### config.mk
export PLATFORM = sky130hd
export DESIGN_NAME = sysmgr_mm_master
export DESIGN_NICKNAME = d
export VERILOG_FILES = /design/src/rtl/sysmgr_mm_pkg.sv /design/src/rtl/sysmgr_timeout_ctr.sv /design/src/rtl/sysmgr_mm_master.sv
export SDC_FILE = /design/constraint.sdc
export NUM_CORES = 1
export LEC_CHECK = 0
export CORE_ASPECT_RATIO = 0.75
export CORE_MARGIN = 1.5
export CORE_UTILIZATION = 47
export CTS_BUF_LIST = sky130_fd_sc_hd__clkbuf_4 sky130_fd_sc_hd__clkbuf_8
export CTS_CLUSTER_DIAMETER = 120
export DETAILED_ROUTE_END_ITERATION = 10
export GPL_ROUTABILITY_DRIVEN = 0
export PLACE_DENSITY = 0.88
export SYNTH_ARGS = -nofsm -noshare
export SYNTH_HDL_FRONTEND = slang
export SYNTH_SLANG_ARGS = --single-unit
### constraint.sdc
create_clock -name config_clk_clk -period 2.75 [get_ports config_clk_clk]
set_input_delay 0.6875 -clock config_clk_clk [delete_from_list [all_inputs] [get_ports config_clk_clk]]
set_output_delay 0.6875 -clock config_clk_clk [all_outputs]
set_load 0.1 [all_outputs]
### src/rtl/sysmgr_mm_pkg.sv
// Shared types and default sizes for the system-manager Avalon-MM master.
package sysmgr_mm_pkg;

    typedef enum logic [1:0] {
        IDLE    = 2'd0,
        ISSUE   = 2'd1,
        WAIT_RD = 2'd2,
        RESP    = 2'd3
    } state_t;

    localparam int SYSMGR_ADDR_W      = 11;
    localparam int SYSMGR_DATA_W      = 32;
    localparam int SYSMGR_BE_W        = 4;
    localparam int SYSMGR_TIMEOUT_DEF = 1024;

endpackage

### src/rtl/sysmgr_timeout_ctr.sv
// Per-transaction cycle counter; expire_o is high during the last permitted cycle.
module sysmgr_timeout_ctr #(
    parameter int TIMEOUT_CYC = 1024
) (
    input  logic clk_i,
    input  logic rst_ni,
    input  logic clr_i,
    input  logic en_i,
    output logic expire_o
);

    localparam int CNT_W = $clog2(TIMEOUT_CYC);
    localparam logic [CNT_W-1:0] LAST = CNT_W'(TIMEOUT_CYC - 1);

    logic [CNT_W-1:0] cnt_q, cnt_d;

    assign expire_o = (cnt_q == LAST);

    // Holds at LAST so the count can never wrap back to zero.
    always_comb begin
        cnt_d = cnt_q;
        if (clr_i) begin
            cnt_d = '0;
        end else if (en_i && !expire_o) begin
            cnt_d = cnt_q + CNT_W'(1);
        end
    end

    always_ff @(posedge clk_i or negedge rst_ni) begin
        if (!rst_ni) begin
            cnt_q <= '0;
        end else begin
            cnt_q <= cnt_d;
        end
    end

endmodule

### src/rtl/sysmgr_mm_master.sv
// Single-outstanding Avalon-MM master: one command in, one bus access, one response out.
// Handshake: a transfer on cmd_* or rsp_* happens on a rising edge where valid and ready are both 1.
module sysmgr_mm_master
    import sysmgr_mm_pkg::*;
#(
    parameter int ADDR_W      = SYSMGR_ADDR_W,
    parameter int DATA_W      = SYSMGR_DATA_W,
    parameter int BE_W        = SYSMGR_BE_W,
    parameter int TIMEOUT_CYC = SYSMGR_TIMEOUT_DEF
) (
    input  logic              config_clk_clk,
    input  logic              config_rstn_reset_n,
    input  logic              cmd_valid,
    output logic              cmd_ready,
    input  logic              cmd_write,
    input  logic [ADDR_W-1:0] cmd_address,
    input  logic [DATA_W-1:0] cmd_writedata,
    input  logic [BE_W-1:0]   cmd_byteenable,
    output logic              rsp_valid,
    input  logic              rsp_ready,
    output logic [DATA_W-1:0] rsp_readdata,
    output logic              rsp_error,
    output logic              busy,
    input  logic              avm_waitrequest,
    input  logic [DATA_W-1:0] avm_readdata,
    input  logic              avm_readdatavalid,
    output logic [ADDR_W-1:0] avm_address,
    output logic [DATA_W-1:0] avm_writedata,
    output logic [BE_W-1:0]   avm_byteenable,
    output logic              avm_read,
    output logic              avm_write,
    output logic              avm_burstcount,
    output logic              avm_debugaccess,
    output state_t            dbg_state_o
);

    state_t            state_q, state_d;
    logic [ADDR_W-1:0] addr_q, addr_d;
    logic [DATA_W-1:0] wdata_q, wdata_d;
    logic [BE_W-1:0]   be_q, be_d;
    logic              read_q, read_d;
    logic              write_q, write_d;
    logic              rsp_valid_q, rsp_valid_d;
    logic              rsp_error_q, rsp_error_d;
    logic [DATA_W-1:0] rsp_rdata_q, rsp_rdata_d;
    logic              stale_q, stale_d;

    logic accept;
    logic expire;
    logic rdv_live;

    assign accept   = (state_q == IDLE) && cmd_valid;
    assign rdv_live = avm_readdatavalid && !stale_q;

    sysmgr_timeout_ctr #(
        .TIMEOUT_CYC(TIMEOUT_CYC)
    ) u_timeout (
        .clk_i   (config_clk_clk),
        .rst_ni  (config_rstn_reset_n),
        .clr_i   (accept),
        .en_i    ((state_q == ISSUE) || (state_q == WAIT_RD)),
        .expire_o(expire)
    );

    always_comb begin
        state_d     = state_q;
        addr_d      = addr_q;
        wdata_d     = wdata_q;
        be_d        = be_q;
        read_d      = read_q;
        write_d     = write_q;
        rsp_valid_d = rsp_valid_q;
        rsp_error_d = rsp_error_q;
        rsp_rdata_d = rsp_rdata_q;
        stale_d     = stale_q;

        // A response still owed to an aborted read is swallowed wherever it lands.
        if (avm_readdatavalid && stale_q) begin
            stale_d = 1'b0;
        end

        unique case (state_q)
            IDLE: begin
                if (cmd_valid) begin
                    addr_d  = cmd_address;
                    wdata_d = cmd_writedata;
                    be_d    = cmd_byteenable;
                    read_d  = !cmd_write;
                    write_d = cmd_write;
                    state_d = ISSUE;
                end
            end
            ISSUE: begin
                if (!avm_waitrequest && write_q) begin
                    write_d     = 1'b0;
                    rsp_valid_d = 1'b1;
                    rsp_error_d = 1'b0;
                    rsp_rdata_d = '0;
                    state_d     = RESP;
                end else if (!avm_waitrequest && rdv_live) begin
                    read_d      = 1'b0;
                    rsp_valid_d = 1'b1;
                    rsp_error_d = 1'b0;
                    rsp_rdata_d = avm_readdata;
                    state_d     = RESP;
                end else if (expire) begin
                    // A read the slave just accepted still owes data, so mark it stale.
                    read_d      = 1'b0;
                    write_d     = 1'b0;
                    rsp_valid_d = 1'b1;
                    rsp_error_d = 1'b1;
                    rsp_rdata_d = '0;
                    stale_d     = !avm_waitrequest;
                    state_d     = RESP;
                end else if (!avm_waitrequest) begin
                    read_d  = 1'b0;
                    state_d = WAIT_RD;
                end
            end
            WAIT_RD: begin
                if (rdv_live) begin
                    rsp_valid_d = 1'b1;
                    rsp_error_d = 1'b0;
                    rsp_rdata_d = avm_readdata;
                    state_d     = RESP;
                end else if (expire) begin
                    rsp_valid_d = 1'b1;
                    rsp_error_d = 1'b1;
                    rsp_rdata_d = '0;
                    stale_d     = 1'b1;
                    state_d     = RESP;
                end
            end
            RESP: begin
                if (rsp_ready) begin
                    rsp_valid_d = 1'b0;
                    rsp_error_d = 1'b0;
                    rsp_rdata_d = '0;
                    state_d     = IDLE;
                end
            end
            default: state_d = IDLE;
        endcase
    end

    always_ff @(posedge config_clk_clk or negedge config_rstn_reset_n) begin
        if (!config_rstn_reset_n) begin
            state_q     <= IDLE;
            addr_q      <= '0;
            wdata_q     <= '0;
            be_q        <= '0;
            read_q      <= 1'b0;
            write_q     <= 1'b0;
            rsp_valid_q <= 1'b0;
            rsp_error_q <= 1'b0;
            rsp_rdata_q <= '0;
            stale_q     <= 1'b0;
        end else begin
            state_q     <= state_d;
            addr_q      <= addr_d;
            wdata_q     <= wdata_d;
            be_q        <= be_d;
            read_q      <= read_d;
            write_q     <= write_d;
            rsp_valid_q <= rsp_valid_d;
            rsp_error_q <= rsp_error_d;
            rsp_rdata_q <= rsp_rdata_d;
            stale_q     <= stale_d;
        end
    end

    assign cmd_ready       = (state_q == IDLE);
    assign busy            = (state_q != IDLE);
    assign dbg_state_o     = state_q;
    assign avm_address     = addr_q;
    assign avm_writedata   = wdata_q;
    assign avm_byteenable  = be_q;
    assign avm_read        = read_q;
    assign avm_write       = write_q;
    assign avm_burstcount  = 1'b1;
    assign avm_debugaccess = 1'b0;
    assign rsp_valid       = rsp_valid_q;
    assign rsp_error       = rsp_error_q;
    assign rsp_readdata    = rsp_rdata_q;

endmodule
# --- After elaboration in Yosys (flattened, before gate mapping) ---
# Cells that the tools add are included.
classes:
  addsub: 1
  n_mul: 0
  n_div: 0
  order_cmp: 0
  n_eq_ne: 12
  shift: 0
  n_mux: 46
  bitwise: 0
  reduce_logical: 21
ops:
  columns: ["operator", "n"]
  rows:
  - ["$mux W32", 5]
  - ["$pmux W32 S3", 1]
  - ["$mux W1", 24]
  - ["$mux W10", 2]
  - ["$mux W2", 8]
  - ["$reduce_and A4 Y1", 3]
  - ["$add A10 B1 Y10 const B", 1]
  - ["$eq A10 B10 Y1 const B", 1]
  - ["$pmux W2 S4", 1]
  - ["$logic_and A1 B1 Y1", 6]
  - ["$ne A2 B2 Y1 const B", 3]
  - ["$pmux W1 S2", 3]
  - ["$pmux W1 S3", 2]
  - ["$reduce_bool A2 Y1", 3]
  - ["$ne A5 B2 Y1 const B", 1]
  - ["$eq A2 B2 Y1 const B", 2]
  - ["$logic_not A1 Y1", 4]
  - ["$ne A4 B2 Y1 const B", 1]
  - ["$reduce_and A2 Y1", 2]
  - ["$ne A3 B1 Y1 const B", 1]
  - ["$ne A3 B2 Y1 const B", 1]
  - ["$ne A3 B3 Y1 const B", 1]
  - ["$reduce_bool A3 Y1", 1]
  - ["$eq A2 B1 Y1 const B", 1]
  - ["other kinds (2)", 2]
word_totals:
  ff_bits: 96
  latchBits: 0
  ram_bits: 0
  rom_bits: 0
  inputBits: 86
  out_inout_bits: 89
  wordCells: 91
  n_memories: 0

# --- Logic depth before layout (Yosys ltp) ---
# Gate-level depths: netlist (run 1).
logic_depth:
  word_depth: 6
  mapped_depth: 8
  depth_no_buf: 6

# --- Cells and area by module ---
# Synthesis (run 1) repeated with hierarchy kept, for this count alone.
hier_totals:
  hier_cells: 305
  hier_area_um2: 4045.1
by_module_without_submodules:
  columns: ["module", "n_inst", "cells_each", "area_per_inst_um2", "seq_area_each_um2"]
  rows:
  - ["sysmgr_mm_master", 1, 248, 3504.6, 2152.1]
  - ["sysmgr_timeout_ctr", 1, 57, 540.5, 250.2]

# --- Worst setup path before layout (run 1) ---
# OpenSTA, ideal clock, no wires.
synth_timing:
  kind: "register -> register"
  startpoint: "register state_q[0] (netlist: dbg_state_o[0])"
  endpoint: "register state_q[1] (netlist: dbg_state_o[1])"
  arrival_ns: 3.345
  setup_slack_ns: -0.723
  stages_incl_launch_ff: 7
  n_path_buf: 0
  period_less_slack_ns: 3.473
  cell_sequence: "dfrtp_1 > inv_1 > ha_1 > inv_1 > a2bb2oi_1 > o21a_1 > mux2_1"
synth_via:
  elab_chain_len: 3
synth_lines:
  columns: ["element", "line", "rtl"]
  rows:
  - ["start: declaration", "sysmgr_mm_master.sv:37", "state_t state_q, state_d;"]
  - ["start signal: assignment", "sysmgr_mm_master.sv:159", "state_q <= state_d;"]
  - ["$logic_not A2 Y1 (*)", null, null]
  - ["net cmd_ready", "sysmgr_mm_master.sv:14", "output logic cmd_ready,"]
  - ["$ne A2 B2 Y1 (no source line)", null, null]
  - ["$reduce_and A4 Y1 (no source line)", null, null]
# Mark *: on every way through the listed nets, which the timed path passes. The rest lies on a longest branch.
# A chain may end at the register's enable or synchronous reset.

# --- Worst setup path in the final report (run 1) ---
layout_timing:
  startpoint: "register state_q[0] (netlist: dbg_state_o[0])"
  endpoint: "output port busy"
layout_via:
  elab_chain_len: 1
layout_lines:
  columns: ["element", "line", "rtl"]
  rows:
  - ["$reduce_bool A2 Y1", "sysmgr_mm_master.sv:173", "assign busy = (state_q != IDLE);"]
  - ["end: declaration", "sysmgr_mm_master.sv:23", "output logic busy,"]
# Every way passes these cells.

==> impl_metrics.env, run 1 <==
export IMPL_ios=175
export IMPL_num_antenna_cells=0
export IMPL_worst_path_buf_inv=3
export IMPL_outcome="completed"
export IMPL_crit_chain="inv_1, ha_4, clkinvlp_4, buf_4"
export IMPL_ys_flop_type="dfrtp_1"
export IMPL_cts_buffer_depth=2
export IMPL_routedWlPerCell_um=15.91
export IMPL_cts_made_buffers=9
export IMPL_rsz0062_at_grt="false"
export IMPL_ctsResizeCount=0
export IMPL_drive_gt1_share_pct=21.39
export IMPL_crit_arrival_ns=1.47
export IMPL_r2r_setup_slack_ns=0.74
export IMPL_netlist_instances=390
export IMPL_synthesis_nets=481
export IMPL_final_setup_tns_ns=0
export IMPL_finalSetupViolations=0
export IMPL_drc=0
export IMPL_yosysSeqAreaShare_pct=60.08
export IMPL_cp_start_kind="register"
export IMPL_synth_cell_types=46
export IMPL_drt_iter0_markers=247
export IMPL_cts_hold_buf=0
export IMPL_ys_ff_latch=96
export IMPL_hold_class="input pin to asynchronous set/reset pin"
export IMPL_cpLargestDelayFamily="buffers and inverters"
export IMPL_maxCapViolations=0
export IMPL_firstDrtPassIters=4
export IMPL_die_w_um=109.5
export IMPL_initial_core_util_pct=49.63
export IMPL_worst_ep_required_time_ns=2.06
export IMPL_layout_nets=648
export IMPL_clock_latency_ns=0.35
export IMPL_synthTopCellsByCount="152 x nand2_1, 96 x dfrtp_1, 32 x a22o_1"
export IMPL_clock_fmax_mhz=463.2
export IMPL_yosys_area_top_type="dfrtp_1"
export IMPL_vias_per_cell=5.140
export IMPL_grt_usage_pct=23.51
export IMPL_cts_max_level=3
export IMPL_cp_end_kind="primary output"
export IMPL_crit_path_start="dbg_state_o[0]$_DFFE_PN0P_"
export IMPL_crit_path_max_fanout=7
export IMPL_dr_total_vias=3423
export IMPL_die_area_mm2=0.009076
export IMPL_cts_tree="done"
export IMPL_clk_pin_slew_ns=0.10
export IMPL_grt_pass1_wl_um=16720
export IMPL_crit_slowest_cell="dfrtp_2"
export IMPL_rows=28
export IMPL_avgSynthCellArea_um2=10.25
export IMPL_antenna_found_initial=0
export IMPL_max_stage_delay_ns=0.44
export IMPL_root_buffer="clkbuf_8"
export IMPL_die_h_um=82.88
export IMPL_grt_max_degree=97
export IMPL_layout_min_cycle_time_ns=2.159
export IMPL_rr_startpoint="dbg_state_o[1]$_DFFE_PN0P_"
export IMPL_skew_ns=0.01466
export IMPL_core_area_mm2=0.008058
export IMPL_final_max_slew_viol_count=0
export IMPL_port_buffers=172
export IMPL_wirelength_um=10590
export IMPL_synthMostInstantiatedCell="nand2_1"
export IMPL_ys_warn_count=0
export IMPL_finalCritPeriodShare_pct=78.51
export IMPL_yosys_top_cells_area="dfrtp_1 60%, nand2_1 14%, a22o_1 7.0%"
export IMPL_hold_viol_final=0
export IMPL_area_growth_pct=45.56
export IMPL_cts_sinks=96
export IMPL_syn_cell_area_mm2=0.003999
export IMPL_synth_edf_count=0
export IMPL_synth_top_area_share_pct=60.08
export IMPL_dp_final_hpwl_um=7638
export IMPL_crit_type="register to primary output"
export IMPL_postCtsSetupBuffers=0
export IMPL_grt_pass1_vias=3328
export IMPL_async_reset_ff_share_pct=100.0
export IMPL_ant_nets=0
export IMPL_overflow=0
## registers in the layout, summed over array words and instances, names as in the netlist, 2 cells and up
register / count
dbg_state_o: 2
avm_writedata: 32
avm_address: 11
avm_byteenable: 4
u_timeout.cnt_q: 10
rsp_readdata: 32
## cells by family (layout without fill, tap and decap cells)
family | after synthesis | in the layout | share of synthesized area (%)
fa+ha+maj | 5 | 5 | 1.564
compound gates | 66 | 66 | 12.99
mux | 3 | 3 | 0.7822
flops | 96 | 96 | 60.07
xor+xnor | 5 | 5 | 1.095
buf+inv | 28 | 199 | 3.598
other cells | 2 | 2 | 0.1878
simple gates | 185 | 185 | 19.71
## layout make-up
cell class	instances	area [um^2]
Clock inverter	4	53.80
Multi-Input combinational cell	266	1474
Inverter	7	30.03
Sequential cell	96	2404
Fill cell	597	2237
Tap cell	105	131.4
Clock buffer	11	151.4
Timing Repair Buffer	177	1577
## stage by stage
stage	util, %	area (um^2)	setup WS, ns	hold WS (ns)	cells
finish	72.24	5821	0.5911	0.3848	666
global route	72.24	5821	0.4878	0.4048	666
CTS	72.24	5821	0.5742	0.3903	666
detailed placement	69.69	5615	0.4066	0.4638	651
global placement	69.69	5615	0.5156	0.4594	651
floorplan	-	4016	0.005142	0.3919	390
## routing by layer
metal	GRT usage [%]	part of all wire, %	vias up
li1	-	-	1630
met1	31.17	43	1638
met2	37.61	46	142
met3	7.692	9.9	13
met4	5.077	1.1	0
met5	0	0	-
## worst paths after layout
| path | to | cells after the start |
|---|---|---|
| worst max-delay path | busy | 4 |
| worst min-delay path | rsp_readdata[7]$_DFFE_PN0P_ | 2 |
| worst max register to register | rsp_readdata[12]$_DFFE_PN0P_ | 6 |
| worst min register to register | avm_address[9]$_DFFE_PN0P_ | 2 |
| max in group asynchronous | dbg_state_o[0]$_DFFE_PN0P_ | 2 |
| min in group config_clk_clk | avm_address[9]$_DFFE_PN0P_ | 2 |
## cells in the final DEF (no fill, tap or decap), types with 2 or more instances in the layout
master and count:
nand2_1 151, dfrtp_1 95, buf_4 90, clkdlybuf4s50_1 84, a22o_1 32, nor2_1 11, clkbuf_8 11, a21oi_1 8
o21ai_0 7, inv_1 6, xor2_1 5, ha_1 4, clkinvlp_4 3, nor3_1 3, nand2b_1 3, buf_12 3
nor2b_1 2, nand3_1 2, mux2i_1 2, o21ai_1 2, and4_1 2, or3_1 2, a211oi_1 2, conb_1 2
## worst reg2reg max path: cells and delay by family (launching register included)
kind                       cells  cell delay, ns
AOI/OAI and AO/OA              2            0.32
adders and majority gates      1            0.36
buffers and inverters          1            0.32
DFF                            1            0.44
muxes                          1            0.45
and+or+nand+nor                1            0.07
Power of run 1 is left out: the tool's default activity adds up to more than one toggle a clock period on the data nets, which glitch-free logic cannot reach.
==> run 2: changes to the inputs <==
- CORE_UTILIZATION: 47 -> 43
- PLACE_DENSITY: 0.88 -> 0.82
- clock period: 2.75 -> 2.1 ns (I/O delays scaled with it)
==> run 2 against run 1 <==
  * Final cell count is 4.1% higher
  * Sequential cell count stayed put
  * Worst setup slack worse by 0.51 ns
  * Critical path type unchanged
==> impl_metrics.env, run 2 (synthesis gave the netlist of run 1 again) <==
export IMPL_ant_nets=0
export IMPL_num_antenna_cells=0
export IMPL_dp_final_hpwl_um=7356
export IMPL_cts_made_buffers=9
export IMPL_final_max_slew_viol_count=0
export IMPL_port_buffers=172
export IMPL_overflow=0
export IMPL_layout_commonest_cell="nand2_1"
export IMPL_reg2reg_to="rsp_readdata[26]$_DFFE_PN0P_"
export IMPL_crit_arrival_ns=1.50
export IMPL_final_setup_tns_ns=0
export IMPL_crit_path_max_fanout=7
export IMPL_crit_end="busy"
export IMPL_whs_ns=0.1535
export IMPL_layout_nets=651
export IMPL_fill_cells=716
export IMPL_rsz0062_at_grt="false"
export IMPL_postCtsSetupBuffers=0
export IMPL_firstDrtPassIters=4
export IMPL_grt_max_degree=56
export IMPL_rr_startpoint="dbg_state_o[1]$_DFFE_PN0P_"
export IMPL_max_slew_margin_rel_pct=63.01
export IMPL_finalSetupViolations=0
export IMPL_crit_chain="inv_4, ha_4, clkinvlp_4, buf_12"
export IMPL_routedWlPerCell_um=14.82
export IMPL_crit_type="register to primary output"
export IMPL_clock_latency_ns=0.35
export IMPL_grt_pass1_vias=3322
export IMPL_die_h_um=86.52
export IMPL_vias_per_cell=4.996
export IMPL_wl_met2_um=4753
export IMPL_worst_ep_required_time_ns=1.57
export IMPL_placed_cells=677
export IMPL_clk_pin_slew_ns=0.10
export IMPL_max_slew_worst_pin_slew_ns=0.5548
export IMPL_finalCritPeriodShare_pct=96.30
export IMPL_wirelength_um=10270
export IMPL_die_w_um=114.4
export IMPL_crit_path_start="dbg_state_o[1]$_DFFE_PN0P_"
export IMPL_cp_end_kind="primary output"
export IMPL_dr_total_vias=3462
export IMPL_hold_viol_final=0
export IMPL_ctsResizeCount=0
export IMPL_area_growth_pct=49.25
export IMPL_topRoutingLayerUsed="met4"
export IMPL_cts_sinks=96
export IMPL_core_area_mm2=0.009046
export IMPL_drt_iter0_markers=218
export IMPL_r2r_setup_slack_ns=0.16
export IMPL_wl_met3_um=843
export IMPL_cts_hold_buf=0
export IMPL_initial_core_util_pct=44.20
export IMPL_cts_tree="done"
export IMPL_cts_max_level=3
export IMPL_grt_pass1_wl_um=16240
export IMPL_max_stage_delay_ns=0.55
export IMPL_drc=0
export IMPL_cts_buffer_depth=2
export IMPL_layout_min_cycle_time_ns=2.022
export IMPL_crit_slowest_cell="dfrtp_4"
export IMPL_rows=30
export IMPL_outcome="completed"
export IMPL_cp_start_kind="register"
export IMPL_final_cells=693
export IMPL_drive_gt1_share_pct=22.83
export IMPL_hold_class="input pin to asynchronous set/reset pin"
export IMPL_reg2reg_depth=6
export IMPL_grt_usage_pct=20.75
export IMPL_register_area_mm2=0.002410
export IMPL_multi_input_area_mm2=0.001484
export IMPL_drt_met1_wl_um=4524
export IMPL_final_cell_mix="151 x nand2_1, 94 x dfrtp_1, 86 x buf_4, 84 x clkdlybuf4s50_1, 32 x a22o_1"
export IMPL_maxCapViolations=0
export IMPL_ios=175
export IMPL_clock_fmax_mhz=494.5
export IMPL_antenna_found_initial=0
export IMPL_skew_ns=0.01616
export IMPL_die_area_mm2=0.009893
export IMPL_root_buffer="clkbuf_8"
## run 2: stage by stage
| stage | util, % | instance area [um^2] | setup slack, ns |
|---|---|---|---|
| 6_report | 65.98 | 5968 | 0.07766 |
| 5_1_grt | 65.98 | 5968 | 0.01153 |
| 4_1_cts | 65.98 | 5968 | 0.05818 |
| 3_5_place_dp | 63.85 | 5776 | 0.01721 |
| 3_3_place_gp | 63.85 | 5776 | 0.08775 |
| 2_1_floorplan | - | 4038 | -0.3469 |
## run 2: worst min-delay path by stage
stage / startpoint / endpoint / slack, ns / cells past startpoint
floorplan: config_rstn_reset_n / avm_address[0]$_DFFE_PN0P_ / 0.23 / 0
global placement: avm_writedata[6]$_DFFE_PN0P_ / avm_writedata[6]$_DFFE_PN0P_ / 0.46 / 2
detailed placement: avm_writedata[13]$_DFFE_PN0P_ / avm_writedata[13]$_DFFE_PN0P_ / 0.46 / 2
CTS: config_rstn_reset_n / rsp_readdata[29]$_DFFE_PN0P_ / 0.16 / 1
global route: config_rstn_reset_n / rsp_readdata[24]$_DFFE_PN0P_ / 0.18 / 1
finish: config_rstn_reset_n / rsp_readdata[24]$_DFFE_PN0P_ / 0.15 / 1
## run 2: final cells by class
type,instances,area share [%]
flip-flops and latches,96,40.38
repair buffers,180,28.26
multi-input cells,266,24.86
well taps,128,2.683
clock buffers,10,2.306
clock inverters,6,0.9224
inverters,7,0.5870
## run 2: metal layers
layer | vias up | global-route usage, %
met5 | - | 0
met4 | 0 | 5.227
met3 | 12 | 5.944
met2 | 148 | 33.68
met1 | 1662 | 27.78
li1 | 1640 | -
## run 2: worst max-delay path, delay by kind of cell (launching register included)
family                     cells  cell delay (ns)
adders and majority gates      1             0.20
DFF                            1             0.55
buffers and inverters          3             0.39
Power of run 2 is left out for the same reason.
==> run 3: changes to the inputs <==
- CORE_UTILIZATION: 43 -> 25
- PLACE_DENSITY: 0.82 -> unset
- SKIP_CTS_REPAIR_TIMING: unset -> 1
==> run 3 against run 2 <==
  * Via count shrank 2.6%
  * Die area increased by 70%
  * Cell area rose by 2.1%
  * Sequential share of layout area fell by 0.84 points
  * Largest cell class unchanged
  * Critical endpoint unchanged
  * Sequential cell count unchanged
==> impl_metrics.env, run 3 (synthesis gave the netlist of run 1 again) <==
export IMPL_outcome="completed"
export IMPL_area_growth_pct=52.41
export IMPL_finalCritPeriodShare_pct=96.23
export IMPL_num_antenna_cells=0
export IMPL_firstDrtPassIters=4
export IMPL_die_w_um=149.0
export IMPL_final_area_mm2=0.006095
export IMPL_grt_pass1_wl_um=17020
export IMPL_hold_class="input pin to asynchronous set/reset pin"
export IMPL_placed_cells=756
export IMPL_finalSetupViolations=0
export IMPL_layout_commonest_cell="nand2_1"
export IMPL_cts_max_level=3
export IMPL_fill_cells=1532
export IMPL_cts_tree="done"
export IMPL_crit_chain="inv_4, ha_4, clkinvlp_4, buf_12"
export IMPL_crit_slowest_cell="dfrtp_4"
export IMPL_antenna_found_initial=0
export IMPL_final_cells=773
export IMPL_crit_arrival_ns=1.50
export IMPL_max_stage_delay_ns=0.53
export IMPL_maxCapViolations=0
export IMPL_grt_max_degree=56
export IMPL_skew_ns=0.01557
export IMPL_final_cell_mix="151 x nand2_1, 94 x dfrtp_1, 88 x buf_4, 84 x clkdlybuf4s50_1, 32 x a22o_1"
export IMPL_rr_startpoint="dbg_state_o[1]$_DFFE_PN0P_"
export IMPL_cts_made_buffers=9
export IMPL_initial_core_util_pct=25.93
export IMPL_cp_end_kind="primary output"
export IMPL_wirelength_um=10950
export IMPL_overflow=0
export IMPL_reg2reg_depth=6
export IMPL_cpLargestDelayFamily="flip-flops"
export IMPL_drive_gt1_share_pct=23.24
export IMPL_reg2reg_to="rsp_readdata[27]$_DFFE_PN0P_"
export IMPL_postPlaceCellArea_mm2=0.005899
export IMPL_grt_pass1_vias=3401
export IMPL_cp_depth=4
export IMPL_layout_nets=654
export IMPL_drc=0
export IMPL_clock_fmax_mhz=494.8
export IMPL_rows=39
export IMPL_rsz0062_at_grt="false"
export IMPL_die_area_mm2=0.01677
export IMPL_r2r_setup_slack_ns=0.16
export IMPL_vias_per_cell=4.361
export IMPL_cp_start_kind="register"
export IMPL_hold_viol_final=0
export IMPL_clk_pin_slew_ns=0.11
export IMPL_dp_final_hpwl_um=7968
export IMPL_final_max_slew_viol_count=0
export IMPL_root_buffer="clkbuf_8"
export IMPL_worst_ep_required_time_ns=1.57
export IMPL_port_buffers=172
export IMPL_cts_sinks=96
export IMPL_crit_end="busy"
export IMPL_layout_min_cycle_time_ns=2.021
export IMPL_drt_iter0_markers=133
export IMPL_crit_type="register to primary output"
export IMPL_crit_path_max_fanout=7
export IMPL_grt_usage_pct=12.86
export IMPL_ant_nets=0
export IMPL_ios=175
export IMPL_crit_path_start="dbg_state_o[0]$_DFFE_PN0P_"
export IMPL_worst_path_buf_inv=3
export IMPL_dr_total_vias=3371
export IMPL_core_area_mm2=0.01542
export IMPL_cts_buffer_depth=2
export IMPL_die_h_um=112.5
export IMPL_clock_latency_ns=0.37
export IMPL_whs_ns=0.08890
export IMPL_routedWlPerCell_um=14.17
-- run 3: cell types whose count changed in the layout (fill, tap and decap cells not counted) --
| cell | change |
|---|---|
| inv_6 | +2 |
| clkinv_4 | -1 |
| buf_12 | +1 |
| buf_4 | +2 |
| clkbuf_8 | -1 |
-- run 3: per-stage QoR --
| step | setup slack, ns | util [%] | TNS, ns |
|---|---|---|---|
| floorplan | -0.3469 | - | -0.6035 |
| global placement | 0.1035 | 38.26 | 0 |
| detailed placement | 0.01406 | 38.26 | 0 |
| CTS | 0.02065 | 39.48 | 0 |
| global route | 0.0006931 | 39.52 | 0 |
| finish | 0.07918 | 39.52 | 0 |
-- run 3: cell type report --
cell class | count | area (um^2) | share of cell area, %
flip-flops and latches | 96 | 2410 | 39.54
repair buffers | 183 | 1722 | 28.25
multi-input cells | 266 | 1484 | 24.35
well taps | 205 | 256.5 | 4.209
clock buffers | 9 | 123.9 | 2.032
clock inverters | 7 | 63.81 | 1.047
inverters | 7 | 35.03 | 0.5748
-- run 3: worst min-delay path by stage --
| stage | end | slack (ns) | cells past startpoint |
|---|---|---|---|
| 2_1_floorplan | avm_address[0]$_DFFE_PN0P_ | 0.23 | 0 |
| 3_5_place_dp | avm_writedata[30]$_DFFE_PN0P_ | 0.46 | 2 |
| 5_1_grt | rsp_readdata[2]$_DFFE_PN0P_ | 0.08 | 1 |
| 4_1_cts | rsp_readdata[2]$_DFFE_PN0P_ | 0.07 | 1 |
| 6_report | rsp_readdata[2]$_DFFE_PN0P_ | 0.09 | 1 |
| 3_3_place_gp | avm_byteenable[2]$_DFFE_PN0P_ | 0.46 | 2 |
-- run 3: routing by layer --
| metal | global-route usage [%] | up-vias | routed length, um |
|---|---|---|---|
| li1 | - | 1639 | - |
| met5 | 0 | - | 0 |
| met2 | 19.01 | 138 | 4647 |
| met3 | 4.959 | 7 | 967 |
| met4 | 3.366 | 0 | 76 |
| met1 | 17.52 | 1587 | 5258 |
Power of run 3 is left out for the same reason.
